--- config.mk ---
export PLATFORM = sky130hd
export DESIGN_NAME = writeback_stage
export DESIGN_NICKNAME = d
export VERILOG_FILES = /design/src/rtl/writeback_stage.sv
export SDC_FILE = /design/constraint.sdc
export NUM_CORES = 1
export LEC_CHECK = 0
export ABC_AREA = 1
export BUFFER_PORTS_ARGS = -buffer_cell sky130_fd_sc_hd__buf_2
export CAP_MARGIN = 10
export CORE_AREA = 2 2 186 97
export CTS_CLUSTER_SIZE = 25
export DETAILED_ROUTE_END_ITERATION = 10
export DIE_AREA = 0 0 188 99
export PLACE_DENSITY = 0.57
export SYNTH_ARGS = -nofsm -noshare
export SYNTH_HDL_FRONTEND = slang
export SYNTH_SLANG_ARGS = --single-unit
--- constraint.sdc ---
create_clock -name clk -period 3.7 [get_ports clk]
set_clock_uncertainty 0.05 [all_clocks]
set_input_delay 0.555 -clock clk [delete_from_list [all_inputs] [get_ports clk]]
set_output_delay 0.555 -clock clk [all_outputs]
set_load 0.05 [all_outputs]
--- src/rtl/writeback_stage.sv ---
// Final pipeline stage: registers ALU results and load returns onto the register
// file write port, diverts R15 writes to the PC, and flags forwarding hits.
module writeback_stage #(
  parameter int LOAD_TIMEOUT = 16
) (
  input  logic        clk,
  input  logic        reset,
  input  logic        ex_valid,
  input  logic        ex_regWrite,
  input  logic        ex_memToReg,
  input  logic [3:0]  ex_rd,
  input  logic [31:0] ex_aluResult,
  input  logic        mem_rdata_valid,
  input  logic [31:0] mem_rdata,
  input  logic        flush,
  input  logic [3:0]  readReg1,
  input  logic [3:0]  readReg2,
  output logic [3:0]  writeDestination,
  output logic        writeEnable,
  output logic [31:0] writeData,
  output logic        pcWrite,
  output logic [31:0] pcData,
  output logic        busy,
  output logic        loadTimeout,
  output logic        fwd1Hit,
  output logic        fwd2Hit,
  output logic [31:0] fwdData
);

  typedef enum logic {IDLE, WAIT_LOAD} state_t;

  localparam logic [3:0] PC_REG       = 4'd15;
  localparam logic [7:0] TIMEOUT_LAST = 8'(LOAD_TIMEOUT - 1);

  state_t      state_reg;
  logic [7:0]  count_reg;
  logic [3:0]  load_rd_reg;
  logic [3:0]  dest_reg;
  logic [31:0] data_reg;
  logic        we_reg;
  logic        pc_we_reg;
  logic [31:0] pc_data_reg;
  logic        timeout_reg;

  logic        accept;
  logic        wr_fire;
  logic [3:0]  wr_rd;
  logic [31:0] wr_value;

  assign accept = ex_valid && ex_regWrite && (state_reg == IDLE);

  // Single point deciding which result (if any) lands on the write port next cycle.
  always_comb begin
    wr_fire  = 1'b0;
    wr_rd    = 4'd0;
    wr_value = 32'd0;
    if (state_reg == IDLE) begin
      if (accept && !ex_memToReg) begin
        wr_fire  = 1'b1;
        wr_rd    = ex_rd;
        wr_value = ex_aluResult;
      end
    end else if (!flush && mem_rdata_valid) begin
      wr_fire  = 1'b1;
      wr_rd    = load_rd_reg;
      wr_value = mem_rdata;
    end
  end

  always_ff @(posedge clk or negedge reset) begin
    if (!reset) begin
      state_reg   <= IDLE;
      count_reg   <= 8'd0;
      load_rd_reg <= 4'd0;
      dest_reg    <= 4'd0;
      data_reg    <= 32'd0;
      we_reg      <= 1'b0;
      pc_we_reg   <= 1'b0;
      pc_data_reg <= 32'd0;
      timeout_reg <= 1'b0;
    end else begin
      we_reg    <= 1'b0;
      pc_we_reg <= 1'b0;

      if (wr_fire) begin
        dest_reg <= wr_rd;
        data_reg <= wr_value;
        if (wr_rd == PC_REG) begin
          pc_we_reg   <= 1'b1;
          pc_data_reg <= wr_value;
        end else begin
          we_reg <= 1'b1;
        end
      end

      case (state_reg)
        IDLE: begin
          if (accept && ex_memToReg) begin
            load_rd_reg <= ex_rd;
            count_reg   <= 8'd0;
            state_reg   <= WAIT_LOAD;
          end
        end
        WAIT_LOAD: begin
          // flush outranks a same-edge data strobe; timeout only counts idle edges
          if (flush || mem_rdata_valid) begin
            state_reg <= IDLE;
          end else if (count_reg == TIMEOUT_LAST) begin
            state_reg   <= IDLE;
            timeout_reg <= 1'b1;
          end else begin
            count_reg <= count_reg + 8'd1;
          end
        end
        default: state_reg <= IDLE;
      endcase
    end
  end

  assign writeDestination = dest_reg;
  assign writeEnable      = we_reg;
  assign writeData        = data_reg;
  assign pcWrite          = pc_we_reg;
  assign pcData           = pc_data_reg;
  assign busy             = (state_reg == WAIT_LOAD);
  assign loadTimeout      = timeout_reg;
  assign fwdData          = data_reg;

  logic [3:0] read_regs [2];
  logic [1:0] fwd_hits;

  assign read_regs[0] = readReg1;
  assign read_regs[1] = readReg2;

  generate
    for (genvar gi = 0; gi < 2; gi++) begin : g_fwd
      assign fwd_hits[gi] = we_reg && !pc_we_reg && (dest_reg == read_regs[gi]);
    end
  endgenerate

  assign fwd1Hit = fwd_hits[0];
  assign fwd2Hit = fwd_hits[1];

endmodule

==> results of run 1 <==
-- cell families (layout without fill, tap and decap cells) --
| logic type | count (synthesis) | after routing | synth area share [%] |
|---|---|---|---|
| and+or+nand+nor | 249 | 249 | 25.2 |
| DFF | 84 | 84 | 50.6 |
| AOI/OAI and AO/OA | 80 | 80 | 12.9 |
| buffers and inverters | 73 | 225 | 10.0 |
| xor gates and xnor gates | 5 | 5 | 1.05 |
| adders and majority gates | 1 | 1 | 0.301 |
-- worst max-delay path, cell delays in order, from the launching register on --
cell and delay (ps):
dfrtp_1 460, nand3_4 440, inv_2 490, nand2_1 110
nand2_1 150, nand2_4 250, nor2_8 520, nand2_1 130
nand2_1 90
-- through the flow --
| step | utilization [%] | total power, mW |
|---|---|---|
| 3_3_place_gp | 29.9 | 2.13 |
| 3_5_place_dp | 29.9 | 2.13 |
| 5_1_grt | 31.8 | 3.18 |
| 2_1_floorplan | - | 1.95 |
| 6_report | 31.8 | 3.04 |
| 4_1_cts | 31.8 | 3.08 |
-- layout make-up --
type | instances | area, um2 | area share (%)
clock buffers | 11 | 253 | 4.69
multi-input cells | 335 | 1650 | 30.5
flip-flops and latches | 84 | 2100 | 39.0
well taps | 234 | 293 | 5.43
inverters | 16 | 60.1 | 1.11
repair buffers | 193 | 981 | 18.2
clock inverters | 5 | 57.6 | 1.07
-- cells in the final DEF, fill, tap and decap left out, types with 2 or more instances in the layout --
master and n:
a21oi_1 6, a31o_2 33, buf_2 187, buf_4 6
clkbuf_16 9, clkbuf_8 2, clkinv_2 2, dfrtp_1 84
inv_1 14, inv_2 2, nand2_1 184, nand2_4 2
nand3_1 42, nor2_1 13, o21ai_0 35, o21bai_1 3
o22ai_1 2, or2_2 2, xnor2_1 3, xor2_1 2
-- report_power, final --
group	leakage (nW)	switching [mW]	total (mW)	internal [mW]
logic	1.87	0.765	1.00	0.237
registers	1.11	0.0866	1.11	1.02
clock network	0.156	0.373	0.935	0.562
-- per-layer routing --
| metal | vias up | GRT usage [%] | wire [um] |
|---|---|---|---|
| li1 | 1880 | - | - |
| met1 | 1809 | 22.0 | 7050 |
| met2 | 144 | 20.5 | 5200 |
| met3 | 7 | 4.56 | 947 |
| met4 | 0 | 2.42 | 57 |
| met5 | - | 0 | 0 |
-- path summary, 6_finish.rpt --
path                                   from        endpoint  slack (ps)  depth (start not counted)
max in group asynchronous             reset       pcData[3]        2500                          2
worst min register to register  loadTimeout     loadTimeout         420                          1
worst min-delay path                  reset      fwdData[0]         280                          1
worst max register to register         busy      pcData[14]         920                          8
worst max-delay path                   busy      pcData[14]         920                          8
min in group clk                   ex_rd[1]  load_rd_reg[1]         400                          3
==> metrics, run 1 <==
outcome=finished, final reports clean; die area=18600 um2; Slew Limit Headroom=32.9%; Post-Route WL=between 10 and 15 mm; Synth Flop Type=dfrtp_1; Cell Count, Final, Fillers Out=878; routed length per instance=about 15 um; worst skew pair latency=330 ps; Layout fillers=1829; TNS Setup=0 ps; CTS H-Tree Depth=3; initial DRC count=about 240; Critical Path AT=3000 ps; final worst-path cycle share=about three quarters; top post-synthesis cells by count=nand2_1 (184), dfrtp_1 (84), nand3_1 (42); Synth Cell Area=4160 um2; synth top area cells=dfrtp_1 (51%), nand2_1 (17%), a31o_2 (7.0%); DRT antenna net count=0; Mapped Cells=492; Core Region=~17000 um2; leak pwr=3.14 nW; Crit Path Max Fanout=36; Post-synth EDFFs=0; setup ws final=~920 ps; ys async rst share=100%; Seq/Total Area, Yosys=50.6%; vias in the first global route=about 3700; min Tclk post-route=2780 ps; Place WS=646 ps; area fraction of the dominant cell type after synthesis=around half; post-DP HPWL=~9.5 mm; setup bufs post-CTS=0; share of post-route cells with drive strength above 1=39.1%; endpoint class of the critical path=flip-flop; Post-Place Cells=862; IR drop worst, VDD=around 0.00024 V; via count=3840; Maximum Capacitance Violations=0; Layout Nets=723; root buf cell=clkbuf_16; cts hold-fix bufs=0; starting density of the core=24.5%; Vert. Die Dim=a little under 100 um; final setup violation count=0; Final Hold Fails=0; CTS Sinks=84; Pwr Density=between 500 and 600 nW/um2; CP startpoint kind=flip-flop; HP Class=in2async; Post-DP Area=5080 um2; Slew Viols, Final=0; post-synthesis cell type count=27; CTS resizes=0; clock tree buffer depth=2; Synth Area per Inst=8.45 um2; kind of critical path=reg2reg; f_max=~360 MHz; final worst hold slack=282 ps; GRT overflow=0; RSZ-0062 raised after global routing=no; post-route cell area=5390 um2; I/O pin cnt=189; first-pass GRT wire length=21.0 mm; post-synth net total=576; Slew @ Worst Pin=1010 ps; aggregate global-route resource usage=14.6%; Synth area leader=dfrtp_1; Routability Congestion=0.837; Diodes inserted=0; iteration count of the initial detailed-routing pass=4; DRC Markers=0; Warnings, synthesis=0; width of the die=188 um; WP data required=3920 ps; CTS tree=built; count leader, synth=nand2_1; CTS clk-pin slew, worst paths=about 70 ps; Synth Register Bits=between 80 and 90; port bufs=188; CTS buffer count=9; row cnt=34; vias per cell=between 4 and 5; P&R area growth vs syn=29.7%; initial antenna violation count=0; largest net degree at the start of global routing=77
No activity file was read; power rests on OpenSTA's default activity.
==> run 2: changes to the inputs <==
ABC_AREA = 0   (was 1)
CORE_AREA = 2 2 179 93   (was 2 2 186 97)
DIE_AREA = 0 0 181 95   (was 0 0 188 99)
PLACE_DENSITY = 0.58   (was 0.57)
clock period = 2.8 ns   (was 3.7 ns; I/O delays follow)
==> metrics, run 2 <==
commonest non-fill, non-tap cell in the layout=buf_2 (unchanged); vias in the first global route=2854 (was 3666); port bufs=188 (unchanged); Post-DP Area=4810 um2 (was 5080 um2); Synth Cell Area=3860 um2 (was 4160 um2); Pint=2.42 mW (was 1.82 mW); CP startpoint kind=flip-flop (unchanged); Slew Viols, Final=0 (unchanged); CTS H-Tree Depth=3 (unchanged); DRT antenna net count=0 (unchanged); post-synthesis cell type count=43 (was 27); min Tclk post-route=2140 ps (was 2780 ps); I/O pin cnt=189 (unchanged); kind of critical path=reg2reg (unchanged); Synth Area per Inst=12.3 um2 (was 8.45 um2); post-DP HPWL=7.58 mm (was 9.53 mm); post-synth net total=398 (was 576); cts hold-fix bufs=0 (unchanged); TNS Setup=0 ps (unchanged); P&R area growth vs syn=32.7% (was 29.7%); Switching Share=39.3% (was 40.2%); Core Region=15900 um2 (was 17000 um2); Crit. Startpoint=busy (unchanged); Layout Nets=554 (was 723); count leader, synth=dfrtp_1 (was nand2_1); largest family of logic cells by synthesized area=compound AO/OA/AOI/OAI gates (was simple AND/OR/NAND/NOR gates); CTS buffer count=9 (unchanged); starting density of the core=24.3% (was 24.5%); RSZ-0062 raised after global routing=no (unchanged); clock tree buffer depth=2 (unchanged); Post-Route Utilization=32.3% (was 31.8%); Cell Count, Final, Fillers Out=685 (was 878); setup ws final=657 ps (was 922 ps); routed length per instance=15.0 um (was 15.1 um); Synth Flop Type=dfrtp_1 (unchanged); die area=17200 um2 (was 18600 um2); vias per cell=4.39 (was 4.37); Synth Area in Simple Gates=7.91% (was 25.2%); Seq/Total Area, Yosys=54.5% (was 50.6%); initial antenna violation count=1 (was 0); leak pwr=2.91 nW (was 3.14 nW); largest net degree at the start of global routing=85 (was 77); Crit Path Max Fanout=36 (unchanged); Post-Route WL=10.3 mm (was 13.3 mm); DRC Markers=0 (unchanged); top post-synthesis cells by count=dfrtp_1 (84), a21o_1 (33), buf_4 (33) (was nand2_1 (184), dfrtp_1 (84), nand3_1 (42)); width of the die=181 um (was 188 um); CTS tree=built (unchanged); Pwr Density=779 nW/um2 (was 564 nW/um2); Comb pwr share=32.3% (was 32.9%); synth top area cells=dfrtp_1 (54%), mux2_2 (7.3%), a22o_1 (7.3%) (was dfrtp_1 (51%), nand2_1 (17%), a31o_2 (7.0%)); row cnt=33 (was 34); iteration count of the initial detailed-routing pass=4 (unchanged); post-route cell area=5120 um2 (was 5390 um2); ys async rst share=100% (unchanged); Mapped Cells=314 (was 492); aggregate global-route resource usage=12.2% (was 14.6%); CTS resizes=0 (unchanged); CTS clk-pin slew, worst paths=60 ps (was 70 ps); Synth area leader=dfrtp_1 (unchanged); CTS Sinks=84 (unchanged); reg2reg start=busy (unchanged); endpoint class of the critical path=flip-flop (unchanged); outcome=finished, final reports clean (unchanged); f_max=467 MHz (was 360 MHz); Post-Synth Adder-Cell Area=0.324% (was 0.301%); sw power=1.57 mW (was 1.22 mW); Compound-Gate Fraction of Synth Area=16.9% (was 12.9%); Final Hold Fails=0 (unchanged); root buf cell=clkbuf_16 (unchanged); final setup violation count=0 (unchanged); Warnings, synthesis=0 (unchanged); Synth Register Bits=84 (unchanged); Place WS=596 ps (was 646 ps); worst skew pair latency=330 ps (about the same); Slew Limit Headroom=25.6% (was 32.9%); clock power share=31.1% (was 30.7%); Routability Congestion=0.858 (was 0.837); post-synthesis xor/xnor area fraction=2.04% (was 1.05%); Post-Place Cells=669 (was 862); Vert. Die Dim=95 um (was 99 um); IR drop worst, VDD=0.000275 V (was 0.000244 V); via count=3005 (was 3840); final worst-path cycle share=76.5% (was 75.1%); commonest cells after routing, fill and taps aside=buf_2 (187), dfrtp_1 (84), a21o_1 (33) (was buf_2 (187), nand2_1 (184), dfrtp_1 (84)); total power=3.99 mW (was 3.04 mW); HP Class=in2async (unchanged); Critical Path AT=2360 ps (was 3000 ps); Slew @ Worst Pin=1120 ps (was 1010 ps); first-pass GRT wire length=16.1 mm (was 21.0 mm); setup bufs post-CTS=0 (unchanged); GRT overflow=0 (unchanged); area fraction of the dominant cell type after synthesis=54.5% (was 50.6%); final worst hold slack=180 ps (was 282 ps); Reg power frac=36.6% (was 36.4%); share of post-route cells with drive strength above 1=50.6% (was 39.1%); R2R setup slack=660 ps (was 920 ps); Post-synth EDFFs=0 (unchanged); initial DRC count=95 (was 242); WP data required=3010 ps (was 3920 ps); Maximum Capacitance Violations=0 (unchanged); mux share of post-synthesis cell area=9.34% (was 0%)
[run 2: cell types whose count changed after synthesis, sizes merged, moves of 4 or more]
cell | previous run | this run
nand2 | 187 | 23
clkbuf | 15 | 9
inv | 16 | 4
o21ai | 35 | 2
nor2 | 15 | 5
a22o | 0 | 32
a21o | 1 | 33
mux2 | 0 | 32
a31o | 33 | 0
nand3 | 43 | 6
a21oi | 6 | 2
[run 2: cell families after synthesis]
group	after synthesis
buffers and inverters	53
muxes	32
xor gates and xnor gates	9
DFF	84
AOI/OAI and AO/OA	81
and+or+nand+nor	54
adders and majority gates	1
[run 2: area by class of cell]
cell class / instances / area (um2)
Fill cell: 1669 / 10700
Sequential cell: 84 / 2100
Multi-Input combinational cell: 177 / 1430
Timing Repair Buffer: 194 / 1000
Tap cell: 210 / 263
Clock buffer: 11 / 233
Clock inverter: 4 / 75.1
Inverter: 4 / 15.0
Antenna cell: 1 / 2.50
[run 2: worst max-delay path: stages, from the launching register on]
cell	delay (ps)
dfrtp_1	450
and4bb_2	320
buf_4	230
nor2_4	770
a21o_1	220
[run 2: power groups by stage]
stage	combinational [mW]	clock, mW	sequential [mW]
2_1_floorplan	0.683	0	1.87
3_3_place_gp	1.30	0	1.48
3_5_place_dp	1.30	0	1.48
4_1_cts	1.30	1.30	1.46
5_1_grt	1.35	1.35	1.48
6_report	1.29	1.24	1.46
[run 2: per-layer routing]
metal	GRT usage [%]	part of all wire, %	up-vias	wire length [um]
li1	-	-	1420	-
met2	17.9	42	125	4300
met1	17.4	50	1455	5150
met3	4.05	7.4	5	762
met4	2.85	0.49	0	50
met5	0	0	-	0
[run 2: worst paths after layout]
| path | endpoint | cells past startpoint |
|---|---|---|
| max reg2reg | fwdData[10] | 4 |
| max in group asynchronous | load_rd_reg[0] | 1 |
| max | fwdData[10] | 4 |
| min | fwdData[23] | 1 |
| min in group clk | load_rd_reg[1] | 3 |
| min reg2reg | pcData[14] | 1 |
==> run 3: changes to the inputs <==
ABC_AREA = 1   (was 0)
CORE_AREA = 2 2 186 97   (was 2 2 179 93)
DIE_AREA = 0 0 188 99   (was 0 0 181 95)
PLACE_DENSITY = 0.57   (was 0.58)
clock period = 2.2 ns   (was 2.8 ns; I/O delays follow)
==> metrics, run 3 (synthesized netlist as in run 1, its figures left out) <==
outcome=finished, final reports clean (unchanged); reg2reg start=busy (unchanged); width of the die=188 um (was 181 um); final setup violation count=0 (unchanged); number of cells on the critical path=6 (was 4); TNS Setup=0 ps (unchanged); Vert. Die Dim=99 um (was 95 um); Slew Viols, Final=0 (unchanged); root buf cell=clkbuf_16 (unchanged); routed length per instance=14.8 um (was 15.0 um); CP startpoint kind=flip-flop (unchanged); final worst-path cycle share=86.6%; Post-Place Cells=868 (was 669); Routability Congestion=0.829 (was 0.858); Crit-path slowest cell=dfrtp_1 (was nor2_4); Post-Route WL=13.1 mm (was 10.3 mm); CTS clk-pin slew, worst paths=70 ps (was 60 ps); CTS Sinks=84 (unchanged); largest net degree at the start of global routing=45 (was 85); port bufs=188 (unchanged); Layout Nets=730 (was 554); Final Hold Fails=0 (unchanged); Diodes inserted=0 (was 1); setup bufs post-CTS=0 (unchanged); die area=18600 um2 (was 17200 um2); vias in the first global route=3638 (was 2854); row cnt=34 (was 33); Crit. Startpoint=writeDestination[0] (was busy); CP cell instances=inv_1 > o22ai_1 > a21oi_1 > nand3_1 > nor2_1 > buf_2 (was and4bb_2 > buf_4 > nor2_4 > a21o_1); vias per cell=4.32 (was 4.39); GRT overflow=0 (unchanged); endpoint class of the critical path=output pin (was flip-flop); IR drop worst, VDD=0.000480 V (was 0.000275 V); cts hold-fix bufs=1 (was 0); commonest cells after routing, fill and taps aside=buf_2 (187), nand2_1 (184), dfrtp_1 (84) (was buf_2 (187), dfrtp_1 (84), a21o_1 (33)); critical path's top delay family=buffers and inverters (was simple AND/OR/NAND/NOR gates); Critical Path AT=1520 ps (was 2360 ps); Pwr Density=911 nW/um2 (was 779 nW/um2); WP data required=1820 ps (was 3010 ps); R2R setup slack=320 ps (was 660 ps); HP Class=in2reg (was in2async); f_max=525 MHz; Cell Count, Final, Fillers Out=884 (was 685); Slew @ Worst Pin=561 ps (was 1120 ps); commonest non-fill, non-tap cell in the layout=buf_2 (unchanged); CTS buffer count=9 (unchanged); DRC Markers=0 (unchanged); worst stage delay on the critical path=370 ps (was 770 ps); share of post-route cells with drive strength above 1=39.2% (was 50.6%); min Tclk post-route=1900 ps; kind of critical path=reg2out (was reg2reg); via count=3819 (was 3005); CTS H-Tree Depth=3 (unchanged); starting density of the core=24.5% (was 24.3%); Maximum Capacitance Violations=0 (unchanged); iteration count of the initial detailed-routing pass=4 (unchanged); crit path to=fwd1Hit (was fwdData[10]); aggregate global-route resource usage=14.3% (was 12.2%); Slew Limit Headroom=62.6% (was 25.6%); first-pass GRT wire length=20.4 mm (was 16.1 mm); initial antenna violation count=0 (was 1); leak pwr=3.15 nW (was 2.91 nW); worst skew pair latency=340 ps (was 330 ps); reg-to-reg endpoint=pcData[12] (was fwdData[10]); P&R area growth vs syn=30.7% (was 32.7%); post-DP HPWL=9.48 mm (was 7.58 mm); I/O pin cnt=189 (unchanged); Core Region=17000 um2 (was 15900 um2); CTS tree=built (unchanged); clock tree buffer depth=2 (unchanged); initial DRC count=242 (was 95); DRT antenna net count=0 (unchanged); Crit Path Max Fanout=5 (was 36); CTS resizes=0 (unchanged); r2r worst-path depth=8 (was 4); critical path buffer and inverter count=2 (was 1); RSZ-0062 raised after global routing=no (unchanged)
-- run 3: cell count changes in the layout (fill, tap and decap cells not counted), moves of 4 or more --
cell	before	now
a21o_1	33	1
a21oi_1	2	6
a22o_1	32	0
a31o_2	0	33
buf_4	6	10
inv_1	4	14
mux2_1	7	0
mux2_2	25	0
nand2_1	23	184
nand3_1	6	42
nor2_1	4	13
o21ai_0	2	35
-- run 3: worst reg2reg max path: stages (launching register included) --
cell and delay [ps]:
dfrtp_1 480, nand3_4 100, inv_2 180, nand2_1 80
nand2_1 140, nand2_4 90, nor2_8 470, nand2_1 120
nand2_1 90
-- run 3: worst min path at each step --
stage / start / endpoint / slack [ps] / cells past startpoint
2_1_floorplan: reset / busy / -20 / 0
3_3_place_gp: reset / fwdData[7] / 310 / 1
3_5_place_dp: reset / fwdData[7] / 310 / 1
4_1_cts: ex_rd[0] / load_rd_reg[0] / 150 / 3
5_1_grt: ex_rd[3] / load_rd_reg[3] / 170 / 3
6_report: ex_rd[3] / load_rd_reg[3] / 170 / 3
-- run 3: layout make-up --
type | instances | area (um2)
Tap cell | 234 | 293
Inverter | 16 | 60.1
Clock buffer | 12 | 246
Timing Repair Buffer | 200 | 1060
Multi-Input combinational cell | 335 | 1650
Sequential cell | 84 | 2100
Clock inverter | 3 | 23.8
Fill cell | 1860 | 11500
-- run 3: routing by layer --
layer	global-route usage (%)	part of all wire, %	vias up
li1	-	-	1897
met1	20.8	52	1779
met2	20.6	40	134
met3	5.09	7.5	9
met4	2.42	0.56	0
met5	0	0	-
-- run 3: per-stage QoR --
stage | power [mW] | cell area, um2 | hold slack (ps) | setup WS, ps | utilization [%]
after floorplan | 3.29 | 4160 | -15.6 | 167 | -
after global placement | 3.60 | 5150 | 311 | 367 | 30.4
after detailed placement | 3.60 | 5150 | 309 | 296 | 30.4
after CTS | 5.03 | 5430 | 148 | 276 | 32.0
after global routing | 5.20 | 5430 | 167 | 51.4 | 32.0
final | 4.95 | 5430 | 167 | 296 | 32.0
-- run 3: report_power, final --
group | internal [mW] | switching, mW | total [mW]
Combinational | 0.409 | 1.29 | 1.70
Clock | 0.792 | 0.601 | 1.39
Sequential | 1.72 | 0.142 | 1.86
